==> src/rtl/multi_ch_synch_filter.sv <==
// Multi-channel single-bit synchronizer with per-channel stability filter.
// Each channel: STAGES-deep flop chain, then a hold-off counter gating output changes.
module multi_ch_synch_filter #(
  parameter int                  STAGES        = 2,
  parameter int                  CHANNELS      = 4,
  parameter int                  FILTER_CYCLES = 4,
  parameter logic [CHANNELS-1:0] RESET_VALUE   = {CHANNELS{1'b0}}
) (
  input  logic                sync_clock,
  input  logic                reset,
  input  logic [CHANNELS-1:0] needs_to_be_synced,
  output logic [CHANNELS-1:0] sync_out,
  output logic [CHANNELS-1:0] rise_pulse,
  output logic [CHANNELS-1:0] fall_pulse,
  output logic                any_change
);

  localparam int CNT_W = (FILTER_CYCLES > 1) ? $clog2(FILTER_CYCLES) : 1;
  localparam logic [CNT_W-1:0] CNT_LAST = CNT_W'(FILTER_CYCLES - 1);

  logic [CHANNELS-1:0] sync_out_reg;
  logic [CHANNELS-1:0] rise_reg;
  logic [CHANNELS-1:0] fall_reg;
  logic                any_reg;
  logic [CHANNELS-1:0] raw_vec;
  logic [CHANNELS-1:0] change_next;

  genvar gi;
  generate
    for (gi = 0; gi < CHANNELS; gi++) begin : g_ch
      logic [STAGES-1:0] chain_reg;
      logic [CNT_W-1:0]  cnt_reg;

      always_ff @(posedge sync_clock) begin
        if (reset) begin
          chain_reg <= {STAGES{RESET_VALUE[gi]}};
        end else begin
          chain_reg <= {chain_reg[STAGES-2:0], needs_to_be_synced[gi]};
        end
      end

      assign raw_vec[gi] = chain_reg[STAGES-1];

      // Output may only follow raw once the mismatch has persisted FILTER_CYCLES edges.
      assign change_next[gi] = (raw_vec[gi] != sync_out_reg[gi]) && (cnt_reg == CNT_LAST);

      always_ff @(posedge sync_clock) begin
        if (reset) begin
          cnt_reg <= '0;
        end else if (raw_vec[gi] == sync_out_reg[gi]) begin
          cnt_reg <= '0;
        end else if (cnt_reg == CNT_LAST) begin
          cnt_reg <= '0;
        end else begin
          cnt_reg <= cnt_reg + CNT_W'(1);
        end
      end
    end
  endgenerate

  always_ff @(posedge sync_clock) begin
    if (reset) begin
      sync_out_reg <= RESET_VALUE;
      rise_reg     <= '0;
      fall_reg     <= '0;
      any_reg      <= 1'b0;
    end else begin
      sync_out_reg <= (sync_out_reg & ~change_next) | (raw_vec & change_next);
      rise_reg     <= change_next & raw_vec;
      fall_reg     <= change_next & ~raw_vec;
      any_reg      <= |change_next;
    end
  end

  assign sync_out   = sync_out_reg;
  assign rise_pulse = rise_reg;
  assign fall_pulse = fall_reg;
  assign any_change = any_reg;

endmodule

==> config.mk <==
export PLATFORM = sky130hd
export DESIGN_NAME = multi_ch_synch_filter
export DESIGN_NICKNAME = d
export VERILOG_FILES = /design/src/rtl/multi_ch_synch_filter.sv
export SDC_FILE = /design/constraint.sdc
export NUM_CORES = 1
export LEC_CHECK = 0
export BUFFER_PORTS_ARGS = -buffer_cell sky130_fd_sc_hd__buf_4
export CORE_AREA = 2 2 44 50
export CTS_BUF_LIST = sky130_fd_sc_hd__clkbuf_4 sky130_fd_sc_hd__clkbuf_8
export DETAILED_ROUTE_END_ITERATION = 12
export DIE_AREA = 0 0 46 52
export PLACE_DENSITY = 0.79
export SLEW_MARGIN = 20
export SYNTH_ARGS = -nofsm -noshare
export SYNTH_HDL_FRONTEND = slang
export SYNTH_SLANG_ARGS = --single-unit
==> constraint.sdc <==
create_clock -name sync_clock -period 1 [get_ports sync_clock]
set_input_delay 0.05 -clock sync_clock [delete_from_list [all_inputs] [get_ports sync_clock]]
set_output_delay 0.05 -clock sync_clock [all_outputs]
set_load 0.1 [all_outputs]
; ---- Word level (Yosys, flattened, before mapping)
; Cells that the tools add are included.
[op_classes]
n_addsub = 4
n_eq_ne = 12
n_bitwise = 6
n_reduce_logical = 9
[op_table]
columns = cell, count
row1 = $and 4x4->4, 3
row2 = $reduce_or 3->1, 4
row3 = $add 2x1->2 const B, 4
row4 = $eq 2x2->1 const B, 4
row5 = $not 4->4, 2
row6 = $eq 1x1->1, 4
row7 = $logic_and 1x1->1, 4
row8 = $ne 1x1->1, 4
row9 = $or 4x4->4, 1
row10 = $reduce_or 4->1, 1
[word_totals]
reg_bits = 29
in_bits = 6
out_inout_bits = 13
wordCells = 43

; ---- Depth between registers and ports, before layout
; Gate-level depths: netlist of run 1.
[logic_depth]
word_depth = 5
depth_mapped = 3

; ---- Least setup slack after synthesis of run 1
; Ideal clock, no wire load.
[synth_path]
path_type = register to register
start = register (tool-made name)
end = register any_reg, in the netlist any_change
setup_time_ns = 0.077
arrival_time_ns = 1.579
required_ns = 0.923
slack_ns = -0.656
path_stages_with_launch = 4
period_less_slack_ns = 1.656
path_cell_list = dfxtp_1 > xnor2_1 > nand2b_1 > a41oi_2
[synth_rtl]
columns = item, line_no
row1 = to (signal assigned), 71  ; any_reg <= |change_next;
row2 = to (decl), 24  ; logic any_reg;

; ---- Worst setup path in the final report of run 1
[layout_path]
start = register g_ch[2].chain_reg[1]
end = register any_reg, in the netlist any_change
[layout_between]
elab_chain_cells = 3
[layout_rtl]
columns = item, line_no
row1 = from (decl), 31  ; logic [STAGES-1:0] chain_reg;
row2 = from (signal assigned), 36  ; chain_reg <= {STAGES{RESET_VALUE[gi]}};
row3 = from (signal assigned), 38  ; chain_reg <= {chain_reg[STAGES-2:0], needs_to_be_synced[gi]};
row4 = $ne 1x1->1, 45  ; assign change_next[gi] = (raw_vec[gi] != sync_out_reg[gi]) && (cnt_reg == CNT_LAST);
row5 = $logic_and 1x1->1, 45
row6 = $reduce_or 4->1, 71
; Every way passes these cells.
; A chain may end at the register's enable or synchronous reset.

==> results.yml, run 1 <==
finish:
  fin_nets: 114
  diodes: 0
  layoutNonFillerInstCount: 123
  areaGrowthSynthToFinish_pct: 44.0
  drive_gt1_share_pct: 46.2
timing:
  post-route-period-util_pct: 96.8
  drv_slew: 0
  finalClockSkew_ps: 3.98
  setup-tns-final_ps: 0
  finalCriticalPeriod_ps: 968
  worst_slack_ps: 31.5
  max_slew_margin_pct: 79.3
  rsz0062_at_grt: "true"
  timing.fmax_ghz: 1.03
  final_hold_viol_count: 0
  setup_viol: 0
  tightest_slew_ps: 310
setup_path:
  cp_data_arrival_time_ps: 1160
  criticalPathCategory: "flop to flop"
  start_kind: "flop"
  cp.required_ps: 1190
  cp_max_fo: 4
  end_kind: "flop"
placement:
  dp_cells: 112
  hpwl_um: 966
  gp_congestion: 0.681
  pre_cts_ws_ps: -43.2
  port_buffers: 18
clock_tree:
  insertion_delay_ps: 320
  post_cts_buffers: 0
  htreeDepth: 2
  numCtsBuffers: 5
  cts.path.max_buffers: 2
  cts_tree: "built"
  path_clk_slew_ps: 80
  clock-sinks: 29
  clk_root_buffer_cell: "clkbuf_4"
floorplan:
  fp.dieW_um: 46
  die_h_um: 52
  start_util_pct: 51.4
  rows: 17
  num_io_pins: 19
  die_area_um2: 2390
  core-area_um2: 1910
synthesis:
  synth_area_um2: 983
  synthSimpleGateAreaFrac_pct: 24.6
  syn_nets: 87
  synth.area.mux_share_pct: 4.07
  ys_seq_area_share_pct: 59.0
  synth_compound_gate_area_share_pct: 1.65
  yosys_warnings: 0
  synthAdderAreaFrac_pct: 5.09
  synth_xor_area_share_pct: 3.56
  avgSynthCellArea_um2: 12.8
  netlist_instances: 77
  synth_top_family_by_area: "simple AND/OR/NAND/NOR gates"
  ys_ff_latch: 29
  ys_types: 16
drt:
  ant_nets: 0
  via_per_inst: 5.45
  drtIter0Drc: 5
  wl_per_cell_um: 12.9
  drc_errors: 0
  dr_total_vias: 670
  dr.pass1.iters: 4
  routed_wl_mm: 1.59
job:
  maxCapViolCount: 0
min_path:
  min_path_type: "primary input to flop"
grt:
  first_global_vias: 597
  antenna_found_initial: 0
  grt_pass1_wl_mm: 2.38
  grt_use_total_pct: 15.1
  overflow: 0
  grt_max_degree: 30
power:
  ir_drop_mv: 1.10
  p_per_area_nw_per_um2: 1400
  leakagePower_nw: 0.511
  finalPower_mw: 1.98
outcome:
  status: "complete, no violations"
Yosys cell counts:
| cell type | instances | area share (%) |
|---|---|---|
| a41oi_2 | 1 | 1.7 |
| clkbuf_1 | 1 | 0.38 |
| nand2b_1 | 4 | 2.5 |
| nor4b_2 | 1 | 1.5 |
| and4bb_2 | 2 | 2.5 |
| ha_1 | 4 | 5.1 |
| nor4_1 | 4 | 2.5 |
| mux2i_1 | 4 | 4.1 |
| xnor2_1 | 4 | 3.6 |
| dfxtp_1 | 29 | 59 |
| nor4b_1 | 3 | 2.7 |
| buf_6 | 1 | 1.1 |
| nor2b_1 | 8 | 5.1 |
| nor2_1 | 4 | 1.5 |
| buf_2 | 1 | 0.51 |
| nor4bb_1 | 6 | 6.1 |
path summary, 6_finish.rpt:
kind	slack, ps	depth (start not counted)	endpoint	from
setup / recovery	30	3	any_change	g_ch[2].chain_reg[1]
hold / removal	100	2	flop	reset
setup reg to reg	30	3	any_change	g_ch[2].chain_reg[1]
hold reg to reg	450	1	g_ch[1].chain_reg[1]	g_ch[1].chain_reg[0]
layout make-up:
class                           instances  area [um2]
Sequential cell                        29         597
Timing Repair Buffer                   23         230
Fill cell                             138         498
Multi-Input combinational cell         45         507
Clock buffer                            7        58.8
Tap cell                               19        23.8
worst max-delay path, stage by stage, from the launching register on:
cell      delay (ps)
dfxtp_2          360
xnor2_2          230
nand2b_1         150
a41oi_2          110
cells by family (layout without fill, tap and decap cells):
kind of cell    Yosys count  in the layout
xor+xnor                  4              4
compound gates            1              1
buf+inv                   3             30
flops                    29             29
fa+ha+maj                 4              4
simple gates             32             32
mux                       4              4
where the power goes:
group | total (mW) | switching [mW] | internal, mW
Combinational | 0.0863 | 0.0338 | 0.0525
Clock | 0.716 | 0.358 | 0.358
Sequential | 1.18 | 0.0165 | 1.16
Total | 1.98 | 0.408 | 1.57
cells in the final DEF (no fill, tap or decap):
cell type | synthesis | layout
nand2b_1 | 4 | 3
mux2i_1 | 4 | 4
nor4bb_2 | 0 | 1
nor2_1 | 4 | 4
dfxtp_1 | 29 | 24
dfxtp_2 | 0 | 1
a41oi_2 | 1 | 1
and4bb_2 | 2 | 2
buf_4 | 0 | 13
nor4bb_1 | 6 | 5
buf_8 | 0 | 2
clkbuf_4 | 0 | 6
nor4_1 | 4 | 3
nor2b_1 | 8 | 8
buf_12 | 0 | 2
nor4b_1 | 3 | 1
clkbuf_8 | 0 | 1
buf_6 | 1 | 2
xnor2_4 | 0 | 1
dlygate4sd3_1 | 0 | 4
nor4b_2 | 1 | 3
nor4_2 | 0 | 1
xnor2_2 | 0 | 3
ha_4 | 0 | 4
dfxtp_4 | 0 | 4
nand2b_4 | 0 | 1
metrics by stage:
step | utilization, % | cell area [um2] | hold slack (ps)
after floorplan | - | 1050 | 178
after global placement | 62.4 | 1190 | 261
after detailed placement | 62.4 | 1190 | 269
after CTS | 69.9 | 1340 | 85.1
after global routing | 74.0 | 1420 | 104
final | 74.0 | 1420 | 100
per-layer routing:
layer / vias up / track usage (%) / wire length (um) / part of all wire, %
met4: 0 / 15.7 / 66 / 4.2
li1: 328 / - / - / -
met2: 19 / 23.8 / 807 / 51
met3: 7 / 5.21 / 71 / 4.5
met1: 316 / 13.8 / 643 / 40
met5: - / 0 / 0 / 0
what timing repair did:
action,4_1_cts,5_1_grt
hold buffers,4,0
endpoints found under the setup margin,12,13
hold endpoints to repair,4,0
resized for setup,12,13
Note: power is estimated with default switching activity, not from simulation.
==> run 2: changes to the inputs <==
--- a/config.mk
+++ b/config.mk
@@ -6,10 +6,13 @@
 export NUM_CORES = 1
 export LEC_CHECK = 0
 export BUFFER_PORTS_ARGS = -buffer_cell sky130_fd_sc_hd__buf_4
-export CORE_AREA = 2 2 44 50
+export CELL_PAD_IN_SITES_DETAIL_PLACEMENT = 0
+export CELL_PAD_IN_SITES_GLOBAL_PLACEMENT = 1
+export CORE_AREA = 2 2 49 55
 export CTS_BUF_LIST = sky130_fd_sc_hd__clkbuf_4 sky130_fd_sc_hd__clkbuf_8
 export DETAILED_ROUTE_END_ITERATION = 12
-export DIE_AREA = 0 0 46 52
+export DIE_AREA = 0 0 51 57
+export GPL_TIMING_DRIVEN = 0
 export PLACE_DENSITY = 0.79
 export SLEW_MARGIN = 20
 export SYNTH_ARGS = -nofsm -noshare
==> run 2 against run 1 <==
  * The flow now finishes with violations (negative setup slack)
  * Non-clock buffer count rose by 1
  * Clock skew rose by 4.7 ps
  * Sequential share of layout area fell by 1.8 points
  * Die area rose by 22%
  * Sequential cell count did not move
  * Via count fell by 0.30%
  * Cell count rose by 11%
  * Worst hold slack got worse by 24 ps
  * Global-route usage fell by 2.2 points
  * Maximum frequency fell by 4.2%
  * Critical endpoint unchanged
  * Largest cell class unchanged
  * Largest power group unchanged
==> results.yml, run 2 (same netlist as run 1, synthesis figures left out) <==
outcome:
  status: "complete, but fails checks"
  failed_checks: "negative setup slack"
setup_path:
  slowest_stage: "dfxtp_1"
  critical_path.endpoint: "any_change"
  cp_data_arrival_time_ps: 1200
  r2r_cells: 3
  criticalPathCategory: "flop to flop"
  path_buf_inv: 0
  startpoint: "g_ch[3].chain_reg[1]"
  r2r_end: "any_change"
  r2r_start: "g_ch[3].chain_reg[1]"
  crit_chain: "xnor2_2 -> nand2b_1 -> a41oi_2"
  max_stage_delay_ps: 360
  cp_top_family: "flip-flops"
  cp.required_ps: 1190
  end_kind: "flop"
  rrSetupSlack_ps: -10
  start_kind: "flop"
  cp_max_fo: 4
  crit_cells: 3
clock_tree:
  clock-sinks: 29
  cts_tree: "built"
  numCtsBuffers: 5
  insertion_delay_ps: 310
  htreeDepth: 2
  path_clk_slew_ps: 90
  cts.path.max_buffers: 2
  clk_root_buffer_cell: "clkbuf_4"
finish:
  drive_gt1_share_pct: 47.2
  fillers: 206
  diodes: 0
  multi_input_area_um2: 507
  stdcell_area_um2: 1480
  layout.area.seq_um2: 598
  final_cell_mix: "dfxtp_1 (23), buf_6 (9), nor2b_1 (8)"
  final_common_cell: "dfxtp_1"
  areaGrowthSynthToFinish_pct: 50.6
  fin_nets: 115
timing:
  tightest_slew_ps: 464
  final_hold_viol_count: 0
  rsz0062_at_grt: "true"
  worst_slack_ps: -10.4
  max_slew_margin_pct: 69.1
  setup_viol: 1
  finalCriticalPeriod_ps: 1010
  timing.fmax_ghz: 0.990
  finalClockSkew_ps: 8.65
  post-route-period-util_pct: 101
  drv_slew: 0
drt:
  dr_total_vias: 668
  routed_wl_mm: 1.65
  via_per_inst: 4.88
  ant_nets: 0
  drtIter0Drc: 11
  dr.pass1.iters: 3
  wl_per_cell_um: 12.1
  drc_errors: 0
power:
  p_per_area_nw_per_um2: 1390
  finalPower_mw: 2.05
  ir_drop_mv: 1.00
  leakagePower_nw: 0.524
job:
  maxCapViolCount: 0
floorplan:
  die_area_um2: 2910
  start_util_pct: 41.0
  rows: 19
  core-area_um2: 2400
  die_h_um: 57
  fp.dieW_um: 51
  num_io_pins: 19
grt:
  grt_use_total_pct: 12.8
  grt_pass1_wl_mm: 2.58
  first_global_vias: 617
  overflow: 0
  antenna_found_initial: 0
  grt_max_degree: 11
placement:
  dpl_cell_area_um2: 1210
  port_buffers: 17
  gp_congestion: 0.738
min_path:
  min_path_type: "primary input to flop"
run 2: cell count changes in the layout (fill, tap and decap cells not counted), moves of 2 or more:
cell,before,now
buf_12,2,4
buf_4,13,5
buf_6,2,9
buf_8,2,0
nor4bb_1,5,3
nor4bb_2,1,3
run 2: stage by stage:
step / instances / util (%) / hold slack [ps] / TNS [ps] / worst slack [ps]
after floorplan: 77 / - / 178 / -61.0 / -61.0
after global placement: 125 / 50.5 / 261 / -22.0 / -22.0
after detailed placement: 125 / 50.5 / 269 / -48.7 / -30.4
after CTS: 137 / 56.5 / 42.9 / 0 / 2.78
after global routing: 137 / 61.7 / 76.0 / -48.8 / -43.1
final: 137 / 61.7 / 76.3 / -10.4 / -10.4
run 2: repair_timing:
item                                    4_1_cts  5_1_grt
hold buffers                                  4        0
gates resized for setup                       9       25
setup buffers                                 0        0
endpoints found under the setup margin        9       23
pin swaps                                     0        0
endpoints found under the hold margin         4        0
run 2: final cells by class:
class | count | share of cell area [%]
plain buffers | 3 | 1.35
clock buffers | 7 | 4.39
clock inverters | 1 | 0.338
multi-input cells | 45 | 34.2
flip-flops and latches | 29 | 40.4
well taps | 31 | 2.62
repair buffers | 21 | 16.7
run 2: power breakdown:
part           internal, mW  switching, mW  leakage, nW
registers              1.16         0.0164        0.240
clock network         0.407          0.377       0.0413
logic                0.0542         0.0352        0.243
total                  1.62          0.429        0.524
run 2: layer usage:
metal | vias to the layer above | wire length (um) | track usage (%)
met3 | 2 | 63 | 7.85
met4 | 0 | 12 | 8.11
met5 | - | 0 | 0
met2 | 14 | 841 | 19.5
li1 | 331 | - | -
met1 | 321 | 732 | 13.3
run 2: how the worst min path moves through the flow:
| stage | startpoint | end | slack [ps] | depth (start not counted) |
|---|---|---|---|---|
| after CTS | reset | g_ch[2].chain_reg[0] | 40 | 2 |
| final | reset | g_ch[2].chain_reg[0] | 80 | 2 |
| after global placement | needs_to_be_synced[3] | g_ch[3].chain_reg[0] | 260 | 2 |
| after floorplan | needs_to_be_synced[0] | g_ch[0].chain_reg[0] | 180 | 1 |
| after global routing | reset | g_ch[2].chain_reg[0] | 80 | 2 |
| after detailed placement | needs_to_be_synced[1] | g_ch[1].chain_reg[0] | 270 | 2 |
